===== config.mk =====
export PLATFORM = sky130hd
export DESIGN_NAME = ddr3_burst_mover
export DESIGN_NICKNAME = d
export VERILOG_FILES = /design/src/rtl/ddr3_burst_mover.sv
export SDC_FILE = /design/constraint.sdc
export NUM_CORES = 1
export LEC_CHECK = 0
export CAP_MARGIN = 20
export CORE_AREA = 10 10 429 431
export DETAILED_ROUTE_END_ITERATION = 8
export DIE_AREA = 0 0 439 441
export PLACE_DENSITY_LB_ADDON = 0.2
export SKIP_LAST_GASP = 1
export SLEW_MARGIN = 10
export SYNTH_ARGS = -nofsm -noshare
export SYNTH_HDL_FRONTEND = slang
export SYNTH_SLANG_ARGS = --single-unit

===== constraint.sdc =====
create_clock -name clk -period 23.6 [get_ports clk]
set_input_delay 2.36 -clock clk [delete_from_list [all_inputs] [get_ports clk]]
set_output_delay 2.36 -clock clk [all_outputs]
set_load 0.01 [all_outputs]

===== src/rtl/ddr3_burst_mover.sv =====
// Burst mover between the pipe FIFOs and the MIG DDR3 user interface.
// Writes drain ib_* into DDR3; reads refill ob_*, all on ui_clk.
module ddr3_burst_mover #(
  parameter int          BURST_LEN = 32,
  parameter logic [29:0] ADDR_INCR = 30'd8,
  parameter logic [29:0] ADDR_MAX  = 30'h0800_0000,
  parameter logic [6:0]  OB_LIMIT  = 7'd64
) (
  input  logic         clk,
  input  logic         reset,
  input  logic         reads_en,
  input  logic         writes_en,
  input  logic         calib_done,
  output logic         ib_re,
  input  logic [255:0] ib_data,
  input  logic [6:0]   ib_count,
  input  logic         ib_valid,
  input  logic         ib_empty,
  output logic         ob_we,
  output logic [255:0] ob_data,
  input  logic [6:0]   ob_count,
  input  logic         ob_full,
  input  logic         app_rdy,
  output logic         app_en,
  output logic [2:0]   app_cmd,
  output logic [29:0]  app_addr,
  input  logic [255:0] app_rd_data,
  input  logic         app_rd_data_end,
  input  logic         app_rd_data_valid,
  input  logic         app_wdf_rdy,
  output logic         app_wdf_wren,
  output logic [255:0] app_wdf_data,
  output logic         app_wdf_end,
  output logic [31:0]  app_wdf_mask,
  output logic         ob_overflow
);

  typedef enum logic [1:0] {S_IDLE, S_WRITE, S_READ} state_t;

  localparam logic [6:0] BL = 7'(BURST_LEN);

  state_t r_state, w_next;

  logic [29:0]  r_wr_ptr, r_rd_ptr;
  logic [29:0]  w_wr_sum, w_rd_sum, w_wr_nxt, w_rd_nxt;
  logic [6:0]   r_fetched, r_beats, r_issued, r_returned;
  logic [255:0] r_hold;
  logic         r_hold_full, r_ib_pend, r_cmd_done, r_dat_done;
  logic         r_ob_we, r_ovf;
  logic [255:0] r_ob_data;
  logic         w_cmd_ok, w_dat_ok, w_beat_done, w_unused;

  assign w_wr_sum = r_wr_ptr + ADDR_INCR;
  assign w_rd_sum = r_rd_ptr + ADDR_INCR;
  assign w_wr_nxt = (w_wr_sum >= ADDR_MAX) ? '0 : w_wr_sum;
  assign w_rd_nxt = (w_rd_sum >= ADDR_MAX) ? '0 : w_rd_sum;

  assign app_wdf_end  = app_wdf_wren;
  assign app_wdf_data = r_hold;
  assign app_wdf_mask = '0;
  assign ob_we        = r_ob_we;
  assign ob_data      = r_ob_data;
  assign ob_overflow  = r_ovf;
  assign w_unused     = app_rd_data_end;

  always_ff @(posedge clk or posedge reset) begin
    if (reset) r_state <= S_IDLE;
    else       r_state <= w_next;
  end

  always_comb begin
    w_next       = r_state;
    ib_re        = 1'b0;
    app_en       = 1'b0;
    app_cmd      = 3'b000;
    app_addr     = '0;
    app_wdf_wren = 1'b0;
    w_cmd_ok     = 1'b0;
    w_dat_ok     = 1'b0;
    w_beat_done  = 1'b0;
    unique case (r_state)
      S_IDLE: begin
        if (calib_done && writes_en && ib_count >= BL)
          w_next = S_WRITE;
        else if (calib_done && reads_en && ob_count <= OB_LIMIT)
          w_next = S_READ;
      end
      S_WRITE: begin
        ib_re = !r_hold_full && !r_ib_pend &&
                (r_fetched < BL) && !ib_empty;
        app_en       = r_hold_full && !r_cmd_done;
        app_wdf_wren = r_hold_full && !r_dat_done;
        app_addr     = r_wr_ptr;
        w_cmd_ok     = app_en && app_rdy;
        w_dat_ok     = app_wdf_wren && app_wdf_rdy;
        // command and data handshakes may land in different cycles
        w_beat_done  = r_hold_full &&
                       (r_cmd_done || w_cmd_ok) &&
                       (r_dat_done || w_dat_ok);
        if (w_beat_done && r_beats == BL - 7'd1)
          w_next = S_IDLE;
      end
      S_READ: begin
        app_en   = r_issued < BL;
        app_cmd  = 3'b001;
        app_addr = r_rd_ptr;
        w_cmd_ok = app_en && app_rdy;
        if (r_returned == BL && r_issued == BL)
          w_next = S_IDLE;
      end
      default: w_next = S_IDLE;
    endcase
  end

  always_ff @(posedge clk or posedge reset) begin
    if (reset) begin
      r_wr_ptr    <= '0;
      r_rd_ptr    <= '0;
      r_fetched   <= '0;
      r_beats     <= '0;
      r_issued    <= '0;
      r_returned  <= '0;
      r_hold      <= '0;
      r_hold_full <= 1'b0;
      r_ib_pend   <= 1'b0;
      r_cmd_done  <= 1'b0;
      r_dat_done  <= 1'b0;
      r_ob_we     <= 1'b0;
      r_ob_data   <= '0;
      r_ovf       <= 1'b0;
    end else begin
      r_ob_we   <= app_rd_data_valid;
      r_ob_data <= app_rd_data;
      if (app_rd_data_valid && ob_full) r_ovf <= 1'b1;
      if (r_state == S_IDLE) begin
        r_fetched   <= '0;
        r_beats     <= '0;
        r_issued    <= '0;
        r_returned  <= '0;
        r_hold_full <= 1'b0;
        r_ib_pend   <= 1'b0;
        r_cmd_done  <= 1'b0;
        r_dat_done  <= 1'b0;
      end else if (r_state == S_WRITE) begin
        if (ib_re) begin
          r_ib_pend <= 1'b1;
          r_fetched <= r_fetched + 7'd1;
        end
        if (ib_valid && r_ib_pend) begin
          r_hold      <= ib_data;
          r_hold_full <= 1'b1;
          r_ib_pend   <= 1'b0;
        end
        if (w_beat_done) begin
          r_hold_full <= 1'b0;
          r_cmd_done  <= 1'b0;
          r_dat_done  <= 1'b0;
          r_wr_ptr    <= w_wr_nxt;
          r_beats     <= r_beats + 7'd1;
        end else begin
          if (w_cmd_ok) r_cmd_done <= 1'b1;
          if (w_dat_ok) r_dat_done <= 1'b1;
        end
      end else begin
        if (w_cmd_ok) begin
          r_issued <= r_issued + 7'd1;
          r_rd_ptr <= w_rd_nxt;
        end
        if (app_rd_data_valid) r_returned <= r_returned + 7'd1;
      end
    end
  end

endmodule


==> impl_results.md <==
- Util after Layout: a little over a fifth
- Worst-Margin Slew: 0.985 ns
- MaxCap Viol Count: 0
- Tcrit/Tclk final: 26.6%
- Status: finished, final reports clean
- Post-synth top flop: dfrtp_1
- Placed cell area: 34800 µm²
- Most common cell after layout, fill and taps aside: clkdlybuf4s50_1
- Setup crit start kind: primary input
- Cts repair resizes: 0
- Fmax: 159 MHz
- Post-synthesis cell count: 1445
- Setup_tns: 0 ns
- Total Power: 3.16 mW
- Wire per inst: 25.8 µm
- Crit Path Max Fanout: 5
- Reg clk slew, reported paths: approximately 0.060 ns
- Hold_buf cts: 0
- Total track usage: 12.7%
- CTS H-Tree Depth: 3
- Area grow syn2layout: 75.6%
- Vias per cell: 3.26
- Setup Viol. Count Final: 0
- RSZ-0062 raised after global routing: no
- Post-Syn Area per Cell: 14.8 µm²
- Synthesis Warnings: 0
- Reg2reg setup slack: 19.21 ns
- Hold EP: ob_overflow$_DFFE_PP0P_
- Vias in the first global route: 17300
- Inst Count DP: slightly below 5000
- I/O pins: 1121
- Post-synthesis sequential area ratio: between 70% and 80%
- Clock latency on the worst-skew pair: 0.72 ns
- CTS Buf Count: 79
- Total power divided by cell area: 84.3 nW/µm²
- Min-delay src: ob_overflow$_DFFE_PP0P_
- Max Slew Vio Count: 0
- Initial core utilization: 12.2%
- Slew Limit Headroom: about a third
- DP Wirelength: approximately 110000 µm
- Final hold vios: 0
- Max VDD drop: 0.0543 mV
- Crit path kind: in2out
- DRC viols: 0
- Proportion of layout cells with a drive suffix above 1: 15.7%
- CP required: 21.24 ns
- Non-Filler Instances: slightly below 5000
- Area leader, netlist: dfrtp_1
- Clock Tree Buf Depth: 3
- Starting DRT DRC Count: slightly above 700
- # port buffers: 1077
- Post-Syn Area: roughly 21000 µm²
- GPL Wtd Cong: 0.870
- CTS tree: yes
- First-pass GRT wire length: 167000 µm
- Fill cells: 19000
- CP arrival: 3.92 ns
- Largest net degree at the start of global routing: 138
- DRT Pass-1 Iters: 5
- Die ar.: 194000 µm²
- Design Area, Final: 37500 µm²
- Flop and latch count out of synthesis: about 600
- Post-synth top area share: between 70% and 80%
- Worst slack, placed: 16.88 ns
- Cells on worst reg2reg path: 8
- Post-synth ARST share: 100%
- Pleak: around 16 nW
- Core area: 175000 µm²
- Final Net Count: a little over 3000
- ANT nets after route: 0
- Vias: approximately 16000
- Routed Wire Length: 128000 µm
- Synth cell types: 58
- GR Overflow Total: 0
- Worst hold path class: reg2reg
- Clock skew: 0.0745 ns
- Initial antenna violation count: 61
- Die Y: between 400 and 500 µm
- Setup Buffers After CTS: 0
- Worst R2R Start: r_state[1]$_DFFE_PP0P_
- EDFF count, synth: 0
- Minimum clock period: 6.28 ns
- Crit end category: output port
- Reg2reg end: app_wdf_data[255]$_DFFE_PP0P_
- WHS Path Cells: 1
- Num rows: 154
- Setup WS post-layout: 17.32 ns
- Clock root cell: clkbuf_16
- Largest cells by area after synthesis: dfrtp_1, mux2_2, buf_4
- DIE WIDTH: roughly 440 µm
- Hold WS: 0.455 ns
- Most frequent cells in the layout: clkdlybuf4s50_1, dfrtp_1, mux2_2, clkbuf_16, nand2_1
- Clock sinks: 602
-- synthesized netlist by cell type (7+ instances only) --
cell type and n:
o31ai_1 8, a31oi_1 7, xnor2_1 8, mux2i_1 9, dfrtp_1 602, nor3_1 20
nor4_1 7, buf_4 39, xor2_1 12, inv_1 15, ha_1 12, mux2_2 256
and3_1 13, clkbuf_1 50, and2_1 15, a21oi_1 17, nor2b_1 32, nand3_1 34
nand2_1 65, nor2_1 62, nand4_1 16, a22oi_1 28, o21ai_0 40
-- layout make-up --
type                            count  area [µm²]  area share (%)
Clock inverter                     21         328           0.873
Clock buffer                      119        2340            6.23
Sequential cell                   602       15100            40.1
Multi-Input combinational cell    765        5870            15.6
Antenna cell                        9        22.5          0.0600
Tap cell                         2340        2930            7.80
Timing Repair Buffer             1096       10900            29.1
Inverter                           15        63.8           0.170
-- routing by layer --
layer,GRT usage [%],part of all wire [%],vias up
met5,0,0.20,-
met4,3.75,1.9,42
met3,7.49,13,183
met2,20.0,47,696
met1,14.3,38,8098
li1,-,-,7192
-- critical path, cell delays in order --
cell and delay [ns]:
clkdlybuf4s50_1 0.41, nor4_1 0.17, nand2_1 0.16, inv_1 0.18
clkdlybuf4s50_1 0.64
-- kinds of logic after synthesis --
family / synth area share (%)
fa+ha+maj: 0.702
flops: 70.5
mux: 13.9
xor+xnor: 0.819
simple gates: 7.05
other cells: 0.0175
compound gates: 4.26
buf+inv: 2.79
-- power breakdown --
group | internal [mW] | switching [mW] | leakage, nW
combinational | 0.372 | 0.324 | 6.75
sequential | 1.15 | 0.0743 | 7.75
clock | 0.724 | 0.522 | 1.30
total | 2.24 | 0.920 | 15.8
-- worst max-delay path by stage --
stage	start	endpoint	slack, ns	cells past startpoint
2_1_floorplan	reset	app_wdf_data[0]$_DFFE_PP0P_	4.39	1
3_3_place_gp	ib_valid	app_wdf_data[108]$_DFFE_PP0P_	16.89	7
3_5_place_dp	ib_valid	app_wdf_data[113]$_DFFE_PP0P_	16.88	7
4_1_cts	ib_empty	ib_re	17.28	5
5_1_grt	ib_empty	ib_re	17.14	5
6_report	ib_empty	ib_re	17.32	5
-- state kept, by name (all words and copies together), names as in the netlist --
signal,cells
r_cmd_done,1
r_dat_done,1
r_hold_full,1
r_fetched,7
r_beats,7
r_issued,7
r_ib_pend,1
r_rd_ptr,27
app_wdf_data,256
ob_data,256
r_wr_ptr,27
r_returned,7
ob_overflow,1
ob_we,1
r_state,2
(Power assumes the default switching activity.)
